$ cat src/rtl/mem_access_master.sv
// Data-memory initiator: turns MEM-stage load/store requests into word cycles on the
// data memory, adding byte/halfword access (read-modify-write stores, extending loads).
module mem_access_master #(
    parameter int ADDR_W = 10
) (
    input  logic              clk,
    input  logic              rst,
    input  logic              req,
    input  logic              we,
    input  logic [1:0]        size,
    input  logic              sign_ext,
    input  logic [31:0]       addr,
    input  logic [31:0]       wdata,
    output logic              busy,
    output logic              done,
    output logic              err,
    output logic [31:0]       rdata,
    output logic              WE_DM,
    output logic [ADDR_W-1:0] address1,
    output logic [31:0]       data,
    input  logic [31:0]       Dout
);

    typedef enum logic [2:0] {IDLE, RD, WR, FIN, ERR} state_t;

    state_t      state, state_next;
    logic        we_q;
    logic [1:0]  size_q;
    logic        sext_q;
    logic [1:0]  lane_q;
    logic [15:0] wdata_q;

    logic        bad_req;
    logic [7:0]  sel_byte;
    logic [15:0] sel_half;
    logic [31:0] load_val;
    logic [31:0] merged;

    // Address bits above the memory depth wrap around and are deliberately dropped.
    logic unused_addr_hi;
    assign unused_addr_hi = ^addr[31:ADDR_W+2];

    always_comb begin
        bad_req = 1'b0;
        case (size)
            2'b01:   bad_req = addr[0];
            2'b10:   bad_req = (addr[1:0] != 2'b00);
            2'b11:   bad_req = 1'b1;
            default: bad_req = 1'b0;
        endcase
    end

    always_ff @(posedge clk) begin
        if (rst)
            state <= IDLE;
        else
            state <= state_next;
    end

    // Word stores skip the read; everything else that is legal reads first.
    always_comb begin
        state_next = state;
        case (state)
            IDLE: begin
                if (req) begin
                    if (bad_req)
                        state_next = ERR;
                    else if (we && size == 2'b10)
                        state_next = WR;
                    else
                        state_next = RD;
                end
            end
            RD:      state_next = we_q ? WR : FIN;
            WR:      state_next = FIN;
            FIN:     state_next = IDLE;
            ERR:     state_next = IDLE;
            default: state_next = IDLE;
        endcase
    end

    always_comb begin
        sel_byte = Dout[{lane_q, 3'b000} +: 8];
        sel_half = lane_q[1] ? Dout[31:16] : Dout[15:0];
        load_val = Dout;
        case (size_q)
            2'b00:   load_val = {{24{sext_q & sel_byte[7]}}, sel_byte};
            2'b01:   load_val = {{16{sext_q & sel_half[15]}}, sel_half};
            default: load_val = Dout;
        endcase
        merged = Dout;
        if (size_q == 2'b00)
            merged[{lane_q, 3'b000} +: 8] = wdata_q[7:0];
        else if (lane_q[1])
            merged[31:16] = wdata_q[15:0];
        else
            merged[15:0] = wdata_q[15:0];
    end

    // All memory-side outputs change only here, so they are stable at the memory's negedge.
    always_ff @(posedge clk) begin
        if (rst) begin
            busy     <= 1'b0;
            done     <= 1'b0;
            err      <= 1'b0;
            WE_DM    <= 1'b0;
            rdata    <= '0;
            data     <= '0;
            address1 <= '0;
            we_q     <= 1'b0;
            size_q   <= 2'b00;
            sext_q   <= 1'b0;
            lane_q   <= 2'b00;
            wdata_q  <= '0;
        end else begin
            done  <= 1'b0;
            err   <= 1'b0;
            WE_DM <= 1'b0;
            busy  <= (state_next != IDLE);
            case (state)
                IDLE: begin
                    if (req) begin
                        we_q    <= we;
                        size_q  <= size;
                        sext_q  <= sign_ext;
                        lane_q  <= addr[1:0];
                        wdata_q <= wdata[15:0];
                        if (bad_req) begin
                            done <= 1'b1;
                            err  <= 1'b1;
                        end else begin
                            address1 <= addr[ADDR_W+1:2];
                            if (state_next == WR) begin
                                data  <= wdata;
                                WE_DM <= 1'b1;
                            end
                        end
                    end
                end
                RD: begin
                    if (we_q) begin
                        data  <= merged;
                        WE_DM <= 1'b1;
                    end else begin
                        rdata <= load_val;
                        done  <= 1'b1;
                    end
                end
                WR:      done <= 1'b1;
                default: ;
            endcase
        end
    end

endmodule
$ cat config.mk
export PLATFORM = sky130hd
export DESIGN_NAME = mem_access_master
export DESIGN_NICKNAME = d
export VERILOG_FILES = /design/src/rtl/mem_access_master.sv
export SDC_FILE = /design/constraint.sdc
export NUM_CORES = 1
export LEC_CHECK = 0
export ABC_AREA = 1
export CELL_PAD_IN_SITES_DETAIL_PLACEMENT = 0
export CELL_PAD_IN_SITES_GLOBAL_PLACEMENT = 1
export CORE_MARGIN = 3
export CORE_UTILIZATION = 29
export DETAILED_ROUTE_END_ITERATION = 12
export GPL_ROUTABILITY_DRIVEN = 0
export GPL_TIMING_DRIVEN = 0
export PLACE_DENSITY_LB_ADDON = 0.05
export SYNTH_ARGS = -nofsm -noshare
export SYNTH_HDL_FRONTEND = slang
export SYNTH_SLANG_ARGS = --single-unit
$ cat constraint.sdc
create_clock -name clk -period 2 [get_ports clk]
set_input_delay 0.2 -clock clk [delete_from_list [all_inputs] [get_ports clk]]
set_output_delay 0.2 -clock clk [all_outputs]
set_load 0.02 [all_outputs]
# Word-level counts from Yosys, hierarchy flattened
# Index checks and enable logic that the tools add are counted.
# word_totals
in_bits	103
rom_bits	0
out_inout_bits	78
mem_count	0
ff_bits	103
word_cells	70
latchBits	0
mem_bits_rw	0
# op_classes
n_div	0
magnitude_cmp	0
add_sub_neg	1
shift	3
bitwise	5
muxes	26
reduce_logical	11
n_eq_ne	11
n_mul	0
# ops
operator	n
32-bit 2-to-1 mux	5
32-bit case mux with 2 select lines	2
16-bit 2-to-1 mux	3
32-bit bitwise mux	1
8-bit by 7-bit variable shift with 32-bit output (first input constant)	1
32-bit by 6-bit variable part select with 8-bit output	1
8-bit by 7-bit variable part select with 32-bit output	1
3-bit case mux with 3 select lines	1
1-bit 2-to-1 mux	8
2-bit != test (second input constant)	4
5-bit negation with 7-bit output	1
3-bit by 2-bit == test with 1-bit output (second input constant)	2
3-bit 2-to-1 mux	2
1-bit case mux with 3 select lines	2
5-bit AND reduction	1
2-bit by 1-bit == test with 1-bit output (second input constant)	2
2-bit == test (second input constant)	2
2-bit AND reduction	2
2-bit nonzero test	2
3-bit by 1-bit == test with 1-bit output (second input constant)	1
3-bit logical NOT	1
1-bit NOT	3
3-bit AND reduction	1
3-bit nonzero test	1
6 further kinds	7

# Longest topological paths before layout
# Gate-level depths: netlist of the first run.
# depth
depth_word	11
depth_mapped	14
depth_no_buf	11

# Worst setup path after synthesis of the first run
# OpenSTA, ideal clock, no wires.
# synth_path
path_kind	reg-to-reg
start	register lane_q[1]
end	register data[18]
slack_ns	0.183
arrival_time_ns	1.753
required_time_ns	1.936
path_buffers	3
setup_ns	0.064
path_stages_with_launch	15
period_less_slack_ns	1.817
cell_sequence	dfxtp_1 > buf_4 > inv_2 > buf_2 > ha_1 > buf_2 > inv_1 > nand2_1 > nor2_1 > nor2_1 > o21ai_0 > nand2_1 > nand2_1 > nand2_1 > nor2_1
# synth_between
elab_chain_cells	6
word_cells_on_any_way	8
classes_between	add/sub: 1; shift: 2; mux: 5
# synth_rtl
element	line	rtl
from (decl)	30	logic [1:0] lane_q;
from (signal assigned)	126	lane_q <= addr[1:0];
5-bit negation with 7-bit output	93	merged[{lane_q, 3'b000} +: 8] = wdata_q[7:0];
8-bit by 7-bit variable part select with 32-bit output / 8-bit by 7-bit variable shift with 32-bit output (equally long branches)	93	
32-bit bitwise mux	93	
32-bit 2-to-1 mux (*)	92	if (size_q == 2'b00)
32-bit 2-to-1 mux (*)	141	if (we_q) begin
32-bit case mux with 2 select lines (*)	120	case (state)
to (signal assigned)	134	data <= wdata;
to (signal assigned)	142	data <= merged;
to (decl)	20	output logic [31:0] data,
# Mark *: on every way between the ends. The rest lies on a longest branch, timed or not. The select of a mux whose other input is x is not followed.
# A chain may end at the register's enable or synchronous reset.

# Final worst setup path of the first run
# layout_path
start	register lane_q[1]
end	register data[0]
# Same word-level chain as after synthesis.

==> out/summary.txt, run 1 <==
Post-synth EDFFs: 0
share of layout cells above drive strength 1: 10.00%
Final Hold Viols: 0
NetSw: 0.004129 W
DR vias/cell: 4.899
Clock transition at path regs: 80 ps
dpl hpwl: 18.94 mm
Pre-Repair DR Iteration Count: 5
R2R setup slack: 150 ps
CP Capture Point: data[0]$_SDFFE_PP0P_
Place WS: -419.2 ps
cts hold-fix bufs: 0
final WL: 24.59 mm
die width: 149.0 µm
Avg Inst Size Synth: 6.312 µm²
PnR worst setup slack: 154.7 ps
Max-Cap Viols: 0
multi-input logic area: 3435 µm²
worst reg2reg startpoint: lane_q[1]$_SDFFE_PP0P_
max incr delay on CP: 370 ps
H-tree lvl count: 3
IO buf count: 160
upper clock frequency limit: 541.9 MHz
Final Slew Violations: 0
slowest CP cell: dfxtp_4
count of state elements after synthesis: 103
CP dominant cell by count: nand2_1
Top Ports: 181
Comb pwr share: 50.8%
area leader, netlist: dfxtp_1
first-pass GRT wire length: 38.13 mm
die area: 22,210 µm²
DRT iter0 DRCs: 420
Setup crit start kind: register
most frequent cells in the layout: nand2_1, clkdlybuf4s50_1, nor2_1, a21oi_1, dfxtp_1
post-synth top area share: 34.75%
final worst-path cycle share: 92.26%
CP Capture Type: register
CP arrival: 2100 ps
reg2reg end: data[0]$_SDFFE_PP0P_
Pint: 0.005250 W
crit path launch: lane_q[1]$_SDFFE_PP0P_
Syn Inst Count: 940
post-route minimum period: 1845 ps
leakage power: 3.527 nW
status: finished, final reports clean
Synth cell types: 32
Switching Share: 44.02%
Clock Power Share: 18.8%
Setup Crit Path Kind: reg -> reg
clk root buf: clkbuf_16
type of the worst min-delay path: in -> reg
DRC: 0
vias: 6,785
Async S/R FF share, synth: 0%
final setup vio count: 0
Tot GR Track Use: 22.37%
Layout Skew: 11.18 ps
core area: 19,780 µm²
per-cell routed wire length: 17.75 µm
worst slew margin relative to its limit: 52.67%
vias in the first global route: 6,517
CP max FO: 19
Syn Nets: 1,048
Bufs and invs on worst path: 4
Worst Max-Slew Pin Slew: 710.0 ps
# rows: 51
fillcell total: 2,172
initial core utilization: 29.99%
Syn. warnings: 0
FF/Latch Area: 2069 µm²
top_reg_cell synth: dfxtp_1
post-route setup TNS: 0 ps
TritonCTS Sinks: 103
Reg2Reg Depth: 11
GRT overflow: 0
worst endpoint required time: 2260 ps
Crit path depth: 11
number of diodes: 0
share of the yosys chip area belonging to registers: 34.75%
sequential share of power: 30.4%
commonest non-fill, non-tap cell in the layout: nand2_1
cts bufs inserted: 9
clk buf depth: 2
CTS tree: yes
CP Cell Sequence: buf_8, inv_8, ha_4, buf_4, clkinvlp_4, a21oi_2, nand2_1, nand3_1, nand2_1, a21oi_1, nor2_1
Area Growth Syn to Fin: 39.96%
remaining antenna violation count after routing: 0
worst-case vdd ir drop: 0.0005183 V
CP top delay family: buffers and inverters
largest net degree at the start of global routing: 20
Pwr Density: 1129 nW/µm²
Area contributors post-synth: dfxtp_1, nand2_1, a21oi_1
cell area after synthesis: 5933 µm²
RSZ-0062 raised after global routing: no
clk_lat worst skew: 360 ps
initial antenna violation count: 0
fin nets: 1,223
Die Y: 149.0 µm
## metrics by stage
stage	hold slack (ps)	power, W	utilization [%]	area [µm²]	cells
floorplan	334.9	0.005625	-	5933	940
global placement	460.5	0.007467	39.77	7866	1365
detailed placement	475.1	0.007457	39.77	7866	1365
CTS	431.6	0.009302	41.32	8173	1380
global route	449.6	0.01009	41.98	8304	1385
finish	446.1	0.009379	41.98	8304	1385
## state kept, by name, indices dropped and copies added, names as in the netlist
name      cells
state         3
WE_DM         1
done          1
we_q          1
address1     10
rdata        32
data         32
busy          1
err           1
sext_q        1
size_q        2
lane_q        2
wdata_q      16
## metal layers
layer / share of wire [%] / up-vias / track usage (%) / routed length, µm
met5: 0 / - / 0 / 0
met4: 1.9 / 0 / 5.492 / 469
met3: 5.8 / 26 / 4.284 / 1417
met2: 45 / 216 / 34.99 / 11070
met1: 47 / 3111 / 31.86 / 11640
li1: - / 3432 / - / -
## power groups by stage
| stage | registers, W | clock network [W] | logic (W) |
|---|---|---|---|
| final | 0.00285 | 0.00177 | 0.00476 |
| after global routing | 0.00291 | 0.00190 | 0.00529 |
| after CTS | 0.00285 | 0.00183 | 0.00463 |
| after detailed placement | 0.00289 | 0 | 0.00457 |
| after global placement | 0.00288 | 0 | 0.00458 |
| after floorplan | 0.00324 | 0 | 0.00239 |
## worst min-delay path by stage
stage | startpoint | to | slack [ps] | depth (start not counted)
floorplan | wdata[10] | wdata_q[10]$_SDFFE_PP0P_ | 330 | 2
global placement | address1[7]$_SDFFE_PP0P_ | address1[7]$_SDFFE_PP0P_ | 460 | 2
detailed placement | address1[7]$_SDFFE_PP0P_ | address1[7]$_SDFFE_PP0P_ | 480 | 2
CTS | wdata[10] | wdata_q[10]$_SDFFE_PP0P_ | 430 | 3
global route | addr[5] | address1[3]$_SDFFE_PP0P_ | 450 | 3
finish | wdata[9] | wdata_q[9]$_SDFFE_PP0P_ | 450 | 3
## area by class of cell
class / count / share of cell area [%]
Tap cell: 265 / 3.993
Buffer: 59 / 3.948
Clock inverter: 6 / 0.6027
Clock buffer: 10 / 2.757
Timing Repair Buffer: 165 / 19.74
Multi-Input combinational cell: 722 / 41.36
Sequential cell: 103 / 24.92
Inverter: 55 / 2.682
## synth_stat cells, types with 6 or more instances
master,count
inv_2,8
dfxtp_1,103
buf_2,28
nand2_1,266
o211ai_1,9
nor2_1,130
o21ai_0,84
nand3b_1,25
nand4_1,8
a21oi_2,10
clkbuf_1,18
or2_2,6
inv_1,44
buf_4,7
nand3_1,47
a21oi_1,111
## what timing repair did
| item | CTS | global route |
|---|---|---|
| gates resized for setup | 18 | 30 |
| setup buffers | 0 | 5 |
| pin swaps | 0 | 2 |
| setup endpoints to repair | 32 | 32 |
## worst min-delay path: stages
cell and delay (ps):
clkdlybuf4s50_1 420, nor2_1 100, nor2_1 50
## cells by family after synthesis
| group | synth area share, % |
|---|---|
| and+or+nand+nor | 34.67 |
| AOI/OAI and AO/OA | 20.81 |
| buffers and inverters | 8.709 |
| DFF | 34.75 |
| adders and majority gates | 1.054 |
No activity file was read; power rests on OpenSTA's default activity.
==> run 2: changes to the inputs <==
CORE_UTILIZATION = 35   (was 29)
clock period = 2.18 ns   (was 2 ns; I/O delays follow)
==> run 2 against run 1 <==
  * Cell area is 2.3% lower
  * Register-to-register slack hardly changed
  * First-iteration DRC count up 1.7%
  * Flip-flop and latch count unchanged
  * Clock skew is 4.3 ps lower
  * Critical path depth rose by 2
  * Wire length fell by 7.2%
  * Total power down 11%
  * Final cell count shrank 3.9%
==> out/summary.txt, run 2 (synthesized netlist as in run 1, its figures left out) <==
status: finished, final reports clean
NetSw: 0.003593 W (-13%)
dpl hpwl: 17.71 mm (-6.5%)
# rows: 46 (-9.8%)
core area: 16,230 µm² (-18%)
Post-CTS Setup Bufs: 0 (unchanged)
Clock Power Share: 19.0% (+0.2 points)
first-pass GRT wire length: 35.34 mm (-7.3%)
Final Slew Violations: 0 (unchanged)
CP Cell Sequence: inv_1, clkbuf_4, ha_1, buf_2, inv_4, nand2_1, nor2_1, nor2_1, o21ai_0, nand2_1, nand2_1, nand2_1, nor2_1
most frequent cells in the layout: nand2_1, clkdlybuf4s50_1, nor2_1, a21oi_1, dfxtp_1
Pre-Repair DR Iteration Count: 5 (unchanged)
IO buf count: 160 (unchanged)
post-route minimum period: 2011 ps (+165.4 ps)
Max-Cap Viols: 0 (unchanged)
CTS tree: yes
Final Hold Viols: 0 (unchanged)
worst reg2reg startpoint: lane_q[0]$_SDFFE_PP0P_
cts hold-fix bufs: 0 (unchanged)
Tot GR Track Use: 24.68% (+2.3 points)
Bufs and invs on worst path: 4 (unchanged)
Clock transition at path regs: 70 ps (about the same)
Setup crit start kind: register
DRC: 0 (unchanged)
largest net degree at the start of global routing: 20 (unchanged)
number of diodes: 0 (unchanged)
max incr delay on CP: 400 ps (+30 ps)
upper clock frequency limit: 497.3 MHz (-8.2%)
clk_lat worst skew: 350 ps (about the same)
hold path endpoint: sext_q$_SDFFE_PP0P_
per-cell routed wire length: 17.15 µm (-3.4%)
DRT iter0 DRCs: 427 (+1.7%)
leakage power: 3.498 nW (-0.81%)
vias: 6,733 (-0.77%)
H-tree lvl count: 3 (unchanged)
Finished Layout Cells: 1,331 (-3.9%)
clk buf depth: 2 (unchanged)
Hold Slack: 465.2 ps (+19.13 ps)
worst slew margin relative to its limit: 53.97% (+1.3 points)
CP arrival: 2300 ps (+200 ps)
dpl cell area: 7805 µm² (-0.78%)
vias in the first global route: 6,354 (-2.5%)
remaining antenna violation count after routing: 0 (unchanged)
hold path startpoint: sign_ext
Switching Share: 42.89% (-1.1 points)
Area Growth Syn to Fin: 36.78%
worst-case vdd ir drop: 0.0005185 V (about the same)
RSZ-0062 raised after global routing: no
R2R setup slack: 170 ps (about the same)
Die Y: 136.2 µm (-8.6%)
worst endpoint required time: 2470 ps (+210 ps)
CP dominant cell by count: nand2_1
Worst Max-Slew Pin Slew: 690.5 ps (-19.48 ps)
Pwr Density: 1032 nW/µm² (-8.6%)
largest registers: data x32, rdata x32, wdata_q x16
DR vias/cell: 5.059 (+3.3%)
reg2reg end: data[18]$_SDFFE_PP0P_
Reg2Reg Depth: 13 (+2)
final cell area excluding filler cells: 8115 µm² (-2.3%)
type of the worst min-delay path: in -> reg
clk root buf: clkbuf_16
die area: 18,550 µm² (-16%)
TritonCTS Sinks: 103 (unchanged)
placed cell count: 1,316 (-3.6%)
sequential share of power: 31.1% (+0.7 points)
CP Capture Type: register
share of layout cells above drive strength 1: 8.251% (-1.7 points)
GRT overflow: 0 (unchanged)
Layout Skew: 6.854 ps (-4.325 ps)
Setup Crit Path Kind: reg -> reg
Comb pwr share: 49.9% (-0.9 points)
Pint: 0.004784 W (-8.9%)
die width: 136.2 µm (-8.6%)
Top Ports: 181 (unchanged)
commonest non-fill, non-tap cell in the layout: nand2_1
slowest CP cell: dfxtp_2
CP top delay family: buffers and inverters
final worst-path cycle share: 92.23% (about the same)
Design Power: 0.008377 W (-11%)
hold depth: 3 (unchanged)
fin nets: 1,218 (-0.41%)
CP max FO: 12 (-7)
initial core utilization: 36.56% (+6.6 points)
initial antenna violation count: 0 (unchanged)
final setup vio count: 0 (unchanged)
cts bufs inserted: 9 (unchanged)
final WL: 22.82 mm (-7.2%)
==> run 2: metrics by stage <==
stage | setup TNS [ps] | setup WS (ps) | utilization [%]
6_report | 0 | 169.3 | 50.00
5_1_grt | 0 | 5.210 | 50.00
4_1_cts | 0 | 14.61 | 49.85
3_5_place_dp | -1071 | -87.47 | 48.09
3_3_place_gp | -1150 | -104.1 | 48.09
2_1_floorplan | 0 | 362.9 | -
==> run 2: final cells by class <==
type / instances / area [µm²]
Buffer: 59 / 307.8
Inverter: 55 / 211.5
Sequential cell: 103 / 2063
Fill cell: 1757 / 8115
Clock buffer: 12 / 256.5
Clock inverter: 4 / 30.03
Timing Repair Buffer: 160 / 1602
Tap cell: 216 / 270.3
Multi-Input combinational cell: 722 / 3374
==> run 2: worst reg2reg max path, stage by stage (launching register included) <==
cell and delay [ps]:
dfxtp_2 400, inv_1 90, clkbuf_4 210, ha_1 210, buf_2 190, inv_4 110
nand2_1 70, nor2_1 110, nor2_1 40, o21ai_0 220, nand2_1 90, nand2_1 70
nand2_1 50, nor2_1 90
==> run 2: per-layer routing <==
metal / track usage, % / part of all wire [%] / wire length [µm]
met4: 6.439 / 1.9 / 442
met3: 4.700 / 5.7 / 1304
met5: 0 / 0 / 0
met2: 38.69 / 45 / 10280
met1: 34.82 / 47 / 10790
==> run 2: what timing repair did <==
action | CTS | global route
endpoints found under the setup margin | 29 | 32
gates resized for setup | 5 | 10
hold endpoints to repair | 0 | 0
==> run 2: worst max-delay path by stage <==
stage / start / endpoint / slack (ps) / cells after the start
2_1_floorplan: lane_q[1]$_SDFFE_PP0P_ / data[18]$_SDFFE_PP0P_ / 360 / 14
3_3_place_gp: lane_q[1]$_SDFFE_PP0P_ / data[22]$_SDFFE_PP0P_ / -100 / 14
6_report: lane_q[0]$_SDFFE_PP0P_ / data[18]$_SDFFE_PP0P_ / 170 / 13
5_1_grt: lane_q[0]$_SDFFE_PP0P_ / data[23]$_SDFFE_PP0P_ / 5 / 13
3_5_place_dp: lane_q[1]$_SDFFE_PP0P_ / data[22]$_SDFFE_PP0P_ / -90 / 14
4_1_cts: lane_q[0]$_SDFFE_PP0P_ / data[22]$_SDFFE_PP0P_ / 10 / 13
==> run 2: power by group through the flow <==
stage               clock network, W  registers (W)  logic, W
CTS                          0.00163        0.00261   0.00415
finish                       0.00159        0.00261   0.00418
global placement                   0        0.00264   0.00411
global route                 0.00170        0.00266   0.00463
floorplan                          0        0.00297   0.00219
detailed placement                 0        0.00264   0.00412
==> run 3: changes to the inputs <==
CORE_UTILIZATION = 32   (was 35)
clock period = 1.95 ns   (was 2.18 ns; I/O delays follow)
==> run 3 against run 2 <==
  * Count of clock-buffer cells in the layout decreased by 2
  * Clock skew increased by 1.2 ps
  * Register-to-register slack got worse by 110 ps
  * Clock power increased by 15%
  * Critical path depth increased by 1
  * Worst hold slack got worse by 24 ps
  * Non-clock buffer count increased by 4
  * First-iteration DRC count increased by 4.0%
  * Combinational power increased by 17%
  * Wire length increased by 3.7%
  * Via count decreased by 0.74%
  * Highest routed layer unchanged
==> out/summary.txt, run 3 (synthesized netlist as in run 1, its figures left out) <==
Clock transition at path regs: 70 ps (about the same)
final cell area excluding filler cells: 8283 µm² (+2.1%)
clk_lat worst skew: 360 ps (about the same)
dpl cell area: 7821 µm² (+0.21%)
worst reg2reg startpoint: lane_q[1]$_SDFFE_PP0P_
clk root buf: clkbuf_16
leakage power: 3.539 nW (+1.2%)
placed cell count: 1,329 (+0.99%)
die width: 142.2 µm (+4.4%)
largest net degree at the start of global routing: 19 (-5.0%)
core area: 18,090 µm² (+11%)
sequential share of power: 30.4% (-0.7 points)
Setup crit start kind: register
status: finished, final reports clean
fillcell total: 1,951 (+11%)
final setup vio count: 0 (unchanged)
CP Capture Type: register
DRT iter0 DRCs: 444 (+4.0%)
GR met2 Demand/Resource: 35.93% (-2.8 points)
Clock Power Share: 19.0% (about the same)
Switching Share: 43.59% (+0.70 points)
first-pass GRT wire length: 36.42 mm (+3.0%)
share of layout cells above drive strength 1: 10.37% (+2.1 points)
Pre-Repair DR Iteration Count: 5 (unchanged)
per-cell routed wire length: 17.56 µm (+2.4%)
final WL: 23.68 mm (+3.7%)
Tot GR Track Use: 23.15% (-1.5 points)
die area: 20,210 µm² (+9.0%)
Pint: 0.005435 W (+14%)
Layout Skew: 8.088 ps (+1.234 ps)
vias: 6,683 (-0.74%)
upper clock frequency limit: 529.4 MHz (+6.5%)
worst slew margin relative to its limit: 56.97% (+3.0 points)
initial core utilization: 32.81% (-3.8 points)
type of the worst min-delay path: in -> reg
H-tree lvl count: 3 (unchanged)
largest registers: data x32, rdata x32, wdata_q x16
commonest non-fill, non-tap cell in the layout: nand2_1
Comb pwr share: 50.6% (+0.7 points)
Finished Layout Cells: 1,348 (+1.3%)
final worst-path cycle share: 96.86% (+4.6 points)
met3 usage: 2.923% (-1.8 points)
Max-Cap Viols: 0 (unchanged)
clk buf depth: 2 (unchanged)
post-route minimum period: 1889 ps (-121.9 ps)
GRT overflow: 0 (unchanged)
Global Route met1 Usage: 33.74% (-1.1 points)
# rows: 49 (+6.5%)
fin nets: 1,222 (+0.33%)
dpl hpwl: 18.15 mm (+2.5%)
post-layout util: 45.80% (-4.2 points)
Area Growth Syn to Fin: 39.60%
most crowded layer after global routing: met2
Setup Crit Path Kind: reg -> reg
DR vias/cell: 4.958 (-2.0%)
worst-case vdd ir drop: 0.0005431 V (+4.8%)
Final Slew Violations: 0 (unchanged)
TritonCTS Sinks: 103 (unchanged)
number of diodes: 0 (unchanged)
Die Y: 142.2 µm (+4.4%)
initial antenna violation count: 0 (unchanged)
Final Hold Viols: 0 (unchanged)
IO buf count: 160 (unchanged)
RSZ-0062 raised after global routing: yes
NetSw: 0.004199 W (+17%)
vias in the first global route: 6,418 (+1.0%)
DRC: 0 (unchanged)
CTS tree: yes
hold path startpoint: sign_ext
Pwr Density: 1163 nW/µm² (+13%)
worst endpoint required time: 2250 ps (-220 ps)
crit path launch: lane_q[1]$_SDFFE_PP0P_
cts bufs inserted: 9 (unchanged)
Top Ports: 181 (unchanged)
most frequent cells in the layout: nand2_1, clkdlybuf4s50_1, nor2_1, a21oi_1, dfxtp_1
Worst Max-Slew Pin Slew: 645.4 ps (-45.11 ps)
CP max FO: 12 (unchanged)
Hold Slack: 441.4 ps (-23.74 ps)
CP arrival: 2180 ps (-120 ps)
remaining antenna violation count after routing: 0 (unchanged)
post-route setup TNS: 0 ps (unchanged)
[run 3: path summary, 6_finish.rpt]
kind | depth (start not counted) | slack [ps] | end
setup / recovery | 14 | 60 | data[18]$_SDFFE_PP0P_
hold / removal | 3 | 440 | sext_q$_SDFFE_PP0P_
setup reg to reg | 14 | 60 | data[18]$_SDFFE_PP0P_
hold reg to reg | 2 | 480 | data[21]$_SDFFE_PP0P_
[run 3: power by group through the flow]
stage	registers (W)	clock network [W]	logic (W)
after floorplan	0.00332	0	0.00245
after global placement	0.00296	0	0.00464
after detailed placement	0.00295	0	0.00463
after CTS	0.00292	0.00189	0.00475
after global routing	0.00298	0.00196	0.00535
final	0.00293	0.00183	0.00487
[run 3: area by class of cell]
type	instances	area (µm²)	area share, %
inverters	55	214.0	2.583
flip-flops and latches	103	2069	24.98
multi-input cells	722	3453	41.69
well taps	229	286.5	3.459
clock inverters	6	52.55	0.6344
repair buffers	164	1632	19.70
clock buffers	10	239.0	2.885
plain buffers	59	336.6	4.063
[run 3: what timing repair did]
action | in CTS | in global routing
gates resized for setup | 31 | 23
hold buffers | 0 | 0
buffers inserted | 0 | 4
gates cloned | 0 | 0
endpoints found under the setup margin | 32 | 33
hold endpoints to repair | 0 | 0
pin swaps | 0 | 13
[run 3: critical path: stages, from the launching register on]
cell and delay [ps]:
dfxtp_4 370, buf_8 120, inv_4 60, buf_8 150, ha_1 190, buf_6 130, inv_6 60, nand2_1 80
nor2_1 120, nor2_1 50, o21ai_2 180, nand2_1 80, nand2_1 80, nand2_1 50, nor2_1 100
[run 3: per-layer routing]
metal | vias up | share of wire (%)
li1 | 3428 | -
met1 | 3023 | 48
met3 | 21 | 5.4
met5 | - | 0
met4 | 0 | 1.6
met2 | 211 | 45
[run 3: through the flow]
stage                     power (W)  worst slack, ps
after CTS                  0.009556           -28.36
after floorplan            0.005769            132.9
after global routing        0.01030           -48.66
final                      0.009634            61.16
after detailed placement   0.007580           -418.7
after global placement     0.007594           -407.3
